$ cat config.mk
export PLATFORM = sky130hd
export DESIGN_NAME = cmp_rr_arbiter
export DESIGN_NICKNAME = d
export VERILOG_FILES = /design/src/rtl/cmp_rr_arbiter.sv
export SDC_FILE = /design/constraint.sdc
export NUM_CORES = 1
export LEC_CHECK = 0
export BUFFER_PORTS_ARGS = -buffer_cell sky130_fd_sc_hd__buf_2
export CAP_MARGIN = 20
export CORE_UTILIZATION = 30
export CTS_CLUSTER_SIZE = 14
export DETAILED_ROUTE_END_ITERATION = 10
export GPL_TIMING_DRIVEN = 0
export PLACE_DENSITY_LB_ADDON = 0.3
export SYNTH_ARGS = -nofsm -noshare
export SYNTH_HDL_FRONTEND = slang
export SYNTH_HIERARCHICAL = 1
export SYNTH_SLANG_ARGS = --single-unit
export TNS_END_PERCENT = 30
$ cat constraint.sdc
create_clock -name i_clk -period 3.78 [get_ports i_clk]
set_input_delay 0.756 -clock i_clk [delete_from_list [all_inputs] [get_ports i_clk]]
set_output_delay 0.756 -clock i_clk [all_outputs]
set_load 0.01 [all_outputs]
$ cat src/rtl/cmp_rr_arbiter.sv
// Round-robin front end for one shared branch comparator. N_REQ requesters
// compete for it, and each result comes back one cycle later with the requester id and tag.

module cmp_rr_cmp (
  input  logic [31:0] a,
  input  logic [31:0] b,
  input  logic [2:0]  op,
  output logic        taken,
  output logic        illegal
);
  always_comb begin
    taken   = 1'b0;
    illegal = 1'b0;
    case (op)
      3'b000:  taken = (a == b);
      3'b001:  taken = (a != b);
      3'b100:  taken = ($signed(a) <  $signed(b));
      3'b101:  taken = ($signed(a) >= $signed(b));
      3'b110:  taken = (a <  b);
      3'b111:  taken = (a >= b);
      default: illegal = 1'b1;
    endcase
  end
endmodule

module cmp_rr_arbiter #(
  parameter int N_REQ = 2,
  parameter int TAG_W = 4,
  localparam int ID_W = (N_REQ > 1) ? $clog2(N_REQ) : 1
) (
  input  logic                   i_clk,
  input  logic                   i_rst,
  input  logic [N_REQ-1:0]       i_req_valid,
  input  logic [N_REQ*32-1:0]    i_req_a,
  input  logic [N_REQ*32-1:0]    i_req_b,
  input  logic [N_REQ*3-1:0]     i_req_cmpop,
  input  logic [N_REQ*TAG_W-1:0] i_req_tag,
  output logic [N_REQ-1:0]       o_req_ready,
  output logic                   o_rsp_valid,
  output logic                   o_rsp_taken,
  output logic                   o_rsp_illegal,
  output logic [ID_W-1:0]        o_rsp_id,
  output logic [TAG_W-1:0]       o_rsp_tag,
  input  logic                   i_rsp_ready
);
  logic [N_REQ-1:0][31:0]    req_a, req_b;
  logic [N_REQ-1:0][2:0]     req_op;
  logic [N_REQ-1:0][TAG_W-1:0] req_tag;

  assign req_a   = i_req_a;
  assign req_b   = i_req_b;
  assign req_op  = i_req_cmpop;
  assign req_tag = i_req_tag;

  logic [ID_W-1:0]  ptr_q, ptr_d;
  logic             rsp_valid_q, rsp_valid_d;
  logic             rsp_taken_q, rsp_taken_d;
  logic             rsp_illegal_q, rsp_illegal_d;
  logic [ID_W-1:0]  rsp_id_q, rsp_id_d;
  logic [TAG_W-1:0] rsp_tag_q, rsp_tag_d;

  logic            free, gnt_found, accept;
  logic [ID_W-1:0] gnt_id, idx;
  logic            cmp_taken, cmp_illegal;

  // Search starts just past the last winner, so the last winner has lowest priority.
  always_comb begin
    free        = !rsp_valid_q || i_rsp_ready;
    gnt_found   = 1'b0;
    gnt_id      = '0;
    idx         = '0;
    o_req_ready = '0;
    for (int i = 1; i <= N_REQ; i++) begin
      idx = ID_W'((32'(ptr_q) + 32'(i)) % N_REQ);
      if (!gnt_found && i_req_valid[idx]) begin
        gnt_found = 1'b1;
        gnt_id    = idx;
      end
    end
    if (gnt_found && free) o_req_ready[gnt_id] = 1'b1;
    accept = gnt_found && free;
  end

  cmp_rr_cmp u_cmp (
    .a       (req_a[gnt_id]),
    .b       (req_b[gnt_id]),
    .op      (req_op[gnt_id]),
    .taken   (cmp_taken),
    .illegal (cmp_illegal)
  );

  // A new accept overwrites a response draining in the same cycle.
  always_comb begin
    ptr_d         = ptr_q;
    rsp_valid_d   = rsp_valid_q;
    rsp_taken_d   = rsp_taken_q;
    rsp_illegal_d = rsp_illegal_q;
    rsp_id_d      = rsp_id_q;
    rsp_tag_d     = rsp_tag_q;
    if (accept) begin
      ptr_d         = gnt_id;
      rsp_valid_d   = 1'b1;
      rsp_taken_d   = cmp_taken && !cmp_illegal;
      rsp_illegal_d = cmp_illegal;
      rsp_id_d      = gnt_id;
      rsp_tag_d     = req_tag[gnt_id];
    end else if (i_rsp_ready) begin
      rsp_valid_d   = 1'b0;
    end
  end

  always_ff @(posedge i_clk or posedge i_rst) begin
    if (i_rst) begin
      ptr_q         <= ID_W'(N_REQ - 1);
      rsp_valid_q   <= 1'b0;
      rsp_taken_q   <= 1'b0;
      rsp_illegal_q <= 1'b0;
      rsp_id_q      <= '0;
      rsp_tag_q     <= '0;
    end else begin
      ptr_q         <= ptr_d;
      rsp_valid_q   <= rsp_valid_d;
      rsp_taken_q   <= rsp_taken_d;
      rsp_illegal_q <= rsp_illegal_d;
      rsp_id_q      <= rsp_id_d;
      rsp_tag_q     <= rsp_tag_d;
    end
  end

  assign o_rsp_valid   = rsp_valid_q;
  assign o_rsp_taken   = rsp_taken_q;
  assign o_rsp_illegal = rsp_illegal_q;
  assign o_rsp_id      = rsp_id_q;
  assign o_rsp_tag     = rsp_tag_q;
endmodule

After elaboration in Yosys (flattened, before gate mapping)

Cells that the tools add are included.

Input bits: 147
Register bits after elaboration: 9

Add/subtract/negate cells: 2
Mux-type cells: 23
Equality and inequality tests: 7
Reduce and logical (&&, ||, !) cells: 10
Order comparisons: 8

Operators with widths:

| cell                  | count |
|---|---|
| $mux W32              | 4 |
| $ge A32 B32 Y1        | 2 |
| $lt A32 B32 Y1        | 2 |
| $eq A32 B32 Y1        | 1 |
| $ne A32 B32 Y1        | 1 |
| $eq A3 B3 Y1 const B  | 4 |
| $mux W1               | 12 |
| $mux W4               | 2 |
| $lt A1 B2 Y1 const B  | 3 |
| $mux W3               | 2 |
| $pmux W1 S6           | 1 |
| $reduce_or A6 Y1      | 1 |
| $logic_and A1 B1 Y1   | 4 |
| $eq A3 B1 Y1 const B  | 1 |
| $logic_not A3 Y1      | 1 |
| $add A1 B1 Y1 const B | 2 |
| $logic_not A1 Y1      | 2 |
| $mux W2               | 1 |
| $reduce_bool A2 Y1    | 1 |
| $demux W1 S1          | 1 |
| $ge A1 B1 Y1 const B  | 1 |
| $logic_or A1 B1 Y1    | 1 |

Depth between registers and ports, before layout

Word-level depth: 12
Gate-level depth with buffers: 14

Cells and area by module

The synthesis kept the hierarchy.

Modules (own cells, without submodules):

| module         | cells each | area each (um^2) | instances | seq. area each (um^2) |
|---|---|---|---|---|
| cmp_rr_arbiter | 107        | 1,218.7          | 1         | 226.5 |
| cmp_rr_cmp     | 129        | 929.6            | 1         | 0.0 |

Worst setup path after synthesis

OpenSTA, ideal clock, no wires.

Path type: input to register
Start point: in i_req_valid[1]
End point: reg rsp_taken_q (netlist: o_rsp_taken)
Stages: 13
Setup time: 0.083 ns
Data required time: 3.697 ns
Path slack: 0.547 ns
Data arrival time: 3.151 ns
Cells stage by stage: a21boi_1 > buf_6 > buf_4 > mux2_2 > ha_1 > nor2b_1 > o211ai_1 > a21oi_1 > o311a_1 > o311a_1 > nor3_2 > nand2b_1 > o21ai_0

Word-level cells in the longest chain between the ends: 11
Elaborated cells between the ends (all ways): 32

Ends and longest elaborated chain:

| item                                                                       | line | RTL |
|---|---|---|
| from (decl)                                                                | 33   | `input logic [N_REQ-1:0] i_req_valid,` |
| $mux W1 (not written as such) (2 in series)                                | 75   | `if (!gnt_found && i_req_valid[idx]) begin` |
| $mux W1                                                                    | 75   |  |
| $logic_not A1 Y1                                                           | 75   |  |
| $logic_and A1 B1 Y1                                                        | 75   |  |
| $mux W1 (*)                                                                | 75   |  |
| $mux W32 (not written as such), or another cell as far along (2 in series) | 85   | `.a (req_a[gnt_id]),` |
| $ge A32 B32 Y1, or another cell as far along                               | 20   | `3'b111: taken = (a >= b);` |
| $pmux W1 S6 (*)                                                            | 14   | `case (op)` |
| named net cmp_taken                                                        | 64   | `logic cmp_taken, cmp_illegal;` |
| $logic_and A1 B1 Y1 (*)                                                    | 103  | `rsp_taken_d = cmp_taken && !cmp_illegal;` |
| to (signal assigned)                                                       | 123  | `rsp_taken_q <= rsp_taken_d;` |
| to (decl)                                                                  | 57   | `logic rsp_taken_q, rsp_taken_d;` |

Mark *: on every way through the listed nets, which the timed path passes. The rest lies on a longest branch. The select of a mux whose other input is x is not followed.
A chain may end at the register's enable or synchronous reset.

Worst setup path in the final report

Same ends and word-level chain as after synthesis.

==> flow_summary_export.csv <==
group,metric,value,unit
yosys,synthesis.area_per_instance,9.10,um2
min_path,holdCritPathClass,"reg2reg",
floorplan,std_cell_rows,30,
placed_design,final_replace_weighted_congestion,0.753,
yosys,synth-edff-count,0,
yosys,netlist_top_cells_area,"sky130_fd_sc_hd__mux2_2 36%, sky130_fd_sc_hd__ha_1 19%, sky130_fd_sc_hd__dfrtp_1 9.3%, sky130_fd_sc_hd__inv_1 5.9%, sky130_fd_sc_hd__a21oi_1 3.3%",
floorplan,die_w,86.6,um
yosys,ys_types,36,
grt,first_pass_grt_wire_length,8.98,mm
yosys,postSynthNetCount,415,
grt,grt_start_max_net_pins,11,
routing,met3WireLength,337,um
power_and_ir_drop,leakage_power_figure,1.69,nW
placed_design,dp_slack,-0.00158,ns
worst_setup_path,cp_slowest_cell,"sky130_fd_sc_hd__o311a_1",
worst_setup_path,timing_worst_setup_path_type,"in2reg",
timing,clock.fmax,289,MHz
routing,routedLengthMet1,2.57,mm
worst_setup_path,cp-end-kind,"flop",
timing,fin_hold_ws,0.474,ns
placed_design,post-dp-hpwl,4.95,mm
yosys,post-synth-top-area-cell,"sky130_fd_sc_hd__mux2_2",
routing,drc,0,
timing,clock-skew-final,0.00275,ns
layout,final_stage_net_count,576,
cts,cts.clk_slew.worst_paths,0.04,ns
routing,drt_first_iter_violations,27,
worst_setup_path,timing.rr.end,"o_rsp_taken$_DFFE_PP0P_",
placed_design,total_placed_instance_area,3050,um2
yosys,yosysSeqAreaShare,10.5,%
yosys,syn_area,2150,um2
worst_setup_path,category_of_cells_accounting_for_the_largest_share_of_critical_path_delay,"compound AO/OA/AOI/OAI gates",
timing,final_max_slew_viol_count,0,
timing,grt_setup_unrepaired,"no",
routing,wirelength,5.68,mm
layout,layout-drive-gt1-share,61.1,%
cts,clock_path_buffers,2,
worst_setup_path,ff2ff_setup_slack,0.63,ns
grt,grt_pass1_vias,2124,
grt,antenna_found_initial,0,
timing,setup_viol,0,
yosys,synthDominantCellAreaShare,35.6,%
cts,cts.sinks,9,
timing,setup_tns,0,ns
placed_design,port-buffer-count,156,
yosys,ys_async_sr_fraction,100,%
layout,n_antenna_cell,0,
routing,postRouteAntennaNets,0,
cts,tritoncts,"built",
routing,post_drt_via_cell_ratio,4.62,
floorplan,standard_cell_core_area,6870,um2
worst_setup_path,critPathLaunchType,"primary input",
outcome,run_status,"complete, no violations",
worst_setup_path,crit_chain,"buf_2, a21boi_1, buf_6, buf_4, mux2_2, ha_1, nand4_1, nor3_1, a22oi_1, nand3_1, o311a_1, nor3_2, nand2b_1, o21ai_0",
yosys,yosysWarnings,6,
cts,cts_setup_buffers,0,
timing,tightest_slew,0.478,ns
floorplan,full_die_area,7500,um2
yosys,ys.flop_type,"sky130_fd_sc_hd__dfrtp_1",
routing,routed_len_inst,11.5,um
cts,ctsHtreeMaxLevel,1,
power_and_ir_drop,vdd_ir_drop_max,0.000105,V
floorplan,top_level_ports,157,
cts,cts_root_buffer,"sky130_fd_sc_hd__clkbuf_8",
timing,hold_viol_final,0,
worst_setup_path,worstPathBufferInverterCount,3,
cts,cts_made_buffers,3,
worst_setup_path,worstPathRequired,3.93,ns
cts,clock_insertion_delay_worst_skew,0.23,ns
grt,global_route.overflow_total,0,
worst_setup_path,crit-reg2reg-launch,"ptr_q$_DFFE_PP1P_",
worst_setup_path,timing.critical_path.slowest_cell_delay,0.38,ns
timing,slew-limit-headroom,67.8,%
floorplan,die_height,86.6,um
layout,area_growth,44.0,%
layout,fillCellCount,702,
routing,top_layer_used,"met4",
yosys,synthCells,236,
routing,detailroute.via_count,2274,
timing,final.period_utilization,91.7,%
worst_setup_path,worstSetupPathDepth,14,
worst_setup_path,setup.worst_path.end,"o_rsp_taken$_DFFE_PP0P_",
yosys,postSynthRegisterBits,9,
cts,cts_hold_buffers,0,
routing,wl_met2,2.73,mm
worst_setup_path,crit_path_start,"i_req_valid[1]",
routing,drtPass1Iterations,4,
run,timing.max_cap.violations,0,
cts,cts-resized-gates,0,
floorplan,initial_utilization,31.3,%
worst_setup_path,worst-endpoint-arrival,3.62,ns
timing,finalCriticalPeriod,3.46,ns
min_path,hold_path_depth,1,
layout,postLayoutCellArea,3090,um2
grt,grt_usage,14.9,%
timing,fin_ws,0.315,ns
worst_setup_path,crit_path_max_fanout,10,
power_and_ir_drop,p_per_area,208,nW/um2
worst_setup_path,ff2ff_path_depth,13,
[worst min-delay path by stage]
stage                               from                   end  slack, ns
floorplan              ptr_q$_DFFE_PP1P_     ptr_q$_DFFE_PP1P_       0.49
global placement    o_rsp_id$_DFFE_PP0P_  o_rsp_id$_DFFE_PP0P_       0.46
detailed placement  o_rsp_id$_DFFE_PP0P_  o_rsp_id$_DFFE_PP0P_       0.46
CTS                 o_rsp_id$_DFFE_PP0P_  o_rsp_id$_DFFE_PP0P_       0.47
global route        o_rsp_id$_DFFE_PP0P_  o_rsp_id$_DFFE_PP0P_       0.49
finish              o_rsp_id$_DFFE_PP0P_  o_rsp_id$_DFFE_PP0P_       0.47
[per-layer routing]
layer  global-route usage [%]  vias to the layer above
li1                         -                     1187
met1                     18.6                      991
met2                     27.2                       91
met3                     1.52                        5
met4                     3.48                        0
met5                        0                        -
[state kept, by name, summed over array words and instances (netlist names)]
name	flops
o_rsp_taken	1
o_rsp_valid	1
o_rsp_id	1
o_rsp_illegal	1
ptr_q	1
o_rsp_tag	4
[cells by family after synthesis]
group	count (synthesis)	share of synthesized area [%]
AO/OA/AOI/OAI	40	12.7
adder cells (fa/ha/maj)	32	18.6
buffers and inverters	42	9.09
flip-flops	9	10.5
multiplexers	68	35.6
AND/OR/NAND/NOR	45	13.4
[synthesized netlist by cell type, drive strengths merged, types with 2 or more instances]
cell and number:
buf 8, nor2 5, nand4 8, nor2b 3, nand2 6, a21boi 3
a21o 4, inv 34, mux2 68, nor3 3, nand2b 3, nor4 3
a221o 4, nand3 7, and3 6, a21oi 14, dfrtp 8, o311a 2
ha 32, o21ai 6
[cells in the final DEF, fill, tap and decap left out, types with 3 or more instances in the layout]
cell	instances
sky130_fd_sc_hd__inv_1	34
sky130_fd_sc_hd__nand4_1	7
sky130_fd_sc_hd__nand3_1	7
sky130_fd_sc_hd__a21o_1	4
sky130_fd_sc_hd__dfrtp_1	8
sky130_fd_sc_hd__mux2_2	68
sky130_fd_sc_hd__nor2b_1	3
sky130_fd_sc_hd__o21ai_0	5
sky130_fd_sc_hd__nor2_1	5
sky130_fd_sc_hd__a221o_1	4
sky130_fd_sc_hd__and3_1	6
sky130_fd_sc_hd__a21oi_1	14
sky130_fd_sc_hd__buf_2	156
sky130_fd_sc_hd__clkbuf_8	3
sky130_fd_sc_hd__ha_1	32
sky130_fd_sc_hd__nand2_1	6
sky130_fd_sc_hd__nand2b_1	3
sky130_fd_sc_hd__buf_4	6
[area by class of cell]
type                    instances  area, um2  area share (%)
inverters                      34        128            4.12
plain buffers                   8       67.6            2.18
repair buffers                156        781            25.2
multi-input cells             185       1730            55.8
well taps                      96        120            3.88
clock buffers                   4       45.0            1.46
flip-flops and latches          9        226            7.32
[per-stage QoR]
stage	util (%)	total power, mW	std cells
CTS	45.0	0.653	492
finish	45.0	0.642	492
floorplan	-	0.396	236
detailed placement	44.4	0.537	488
global route	45.0	0.707	492
global placement	44.4	0.529	488
[power breakdown]
group          leakage [nW]  total [mW]  internal [mW]  switching (mW)
logic                  1.56       0.411          0.226           0.185
clock network        0.0228       0.111         0.0734          0.0377
registers             0.107       0.120          0.113         0.00741
Note: power is estimated with default switching activity, not from simulation.
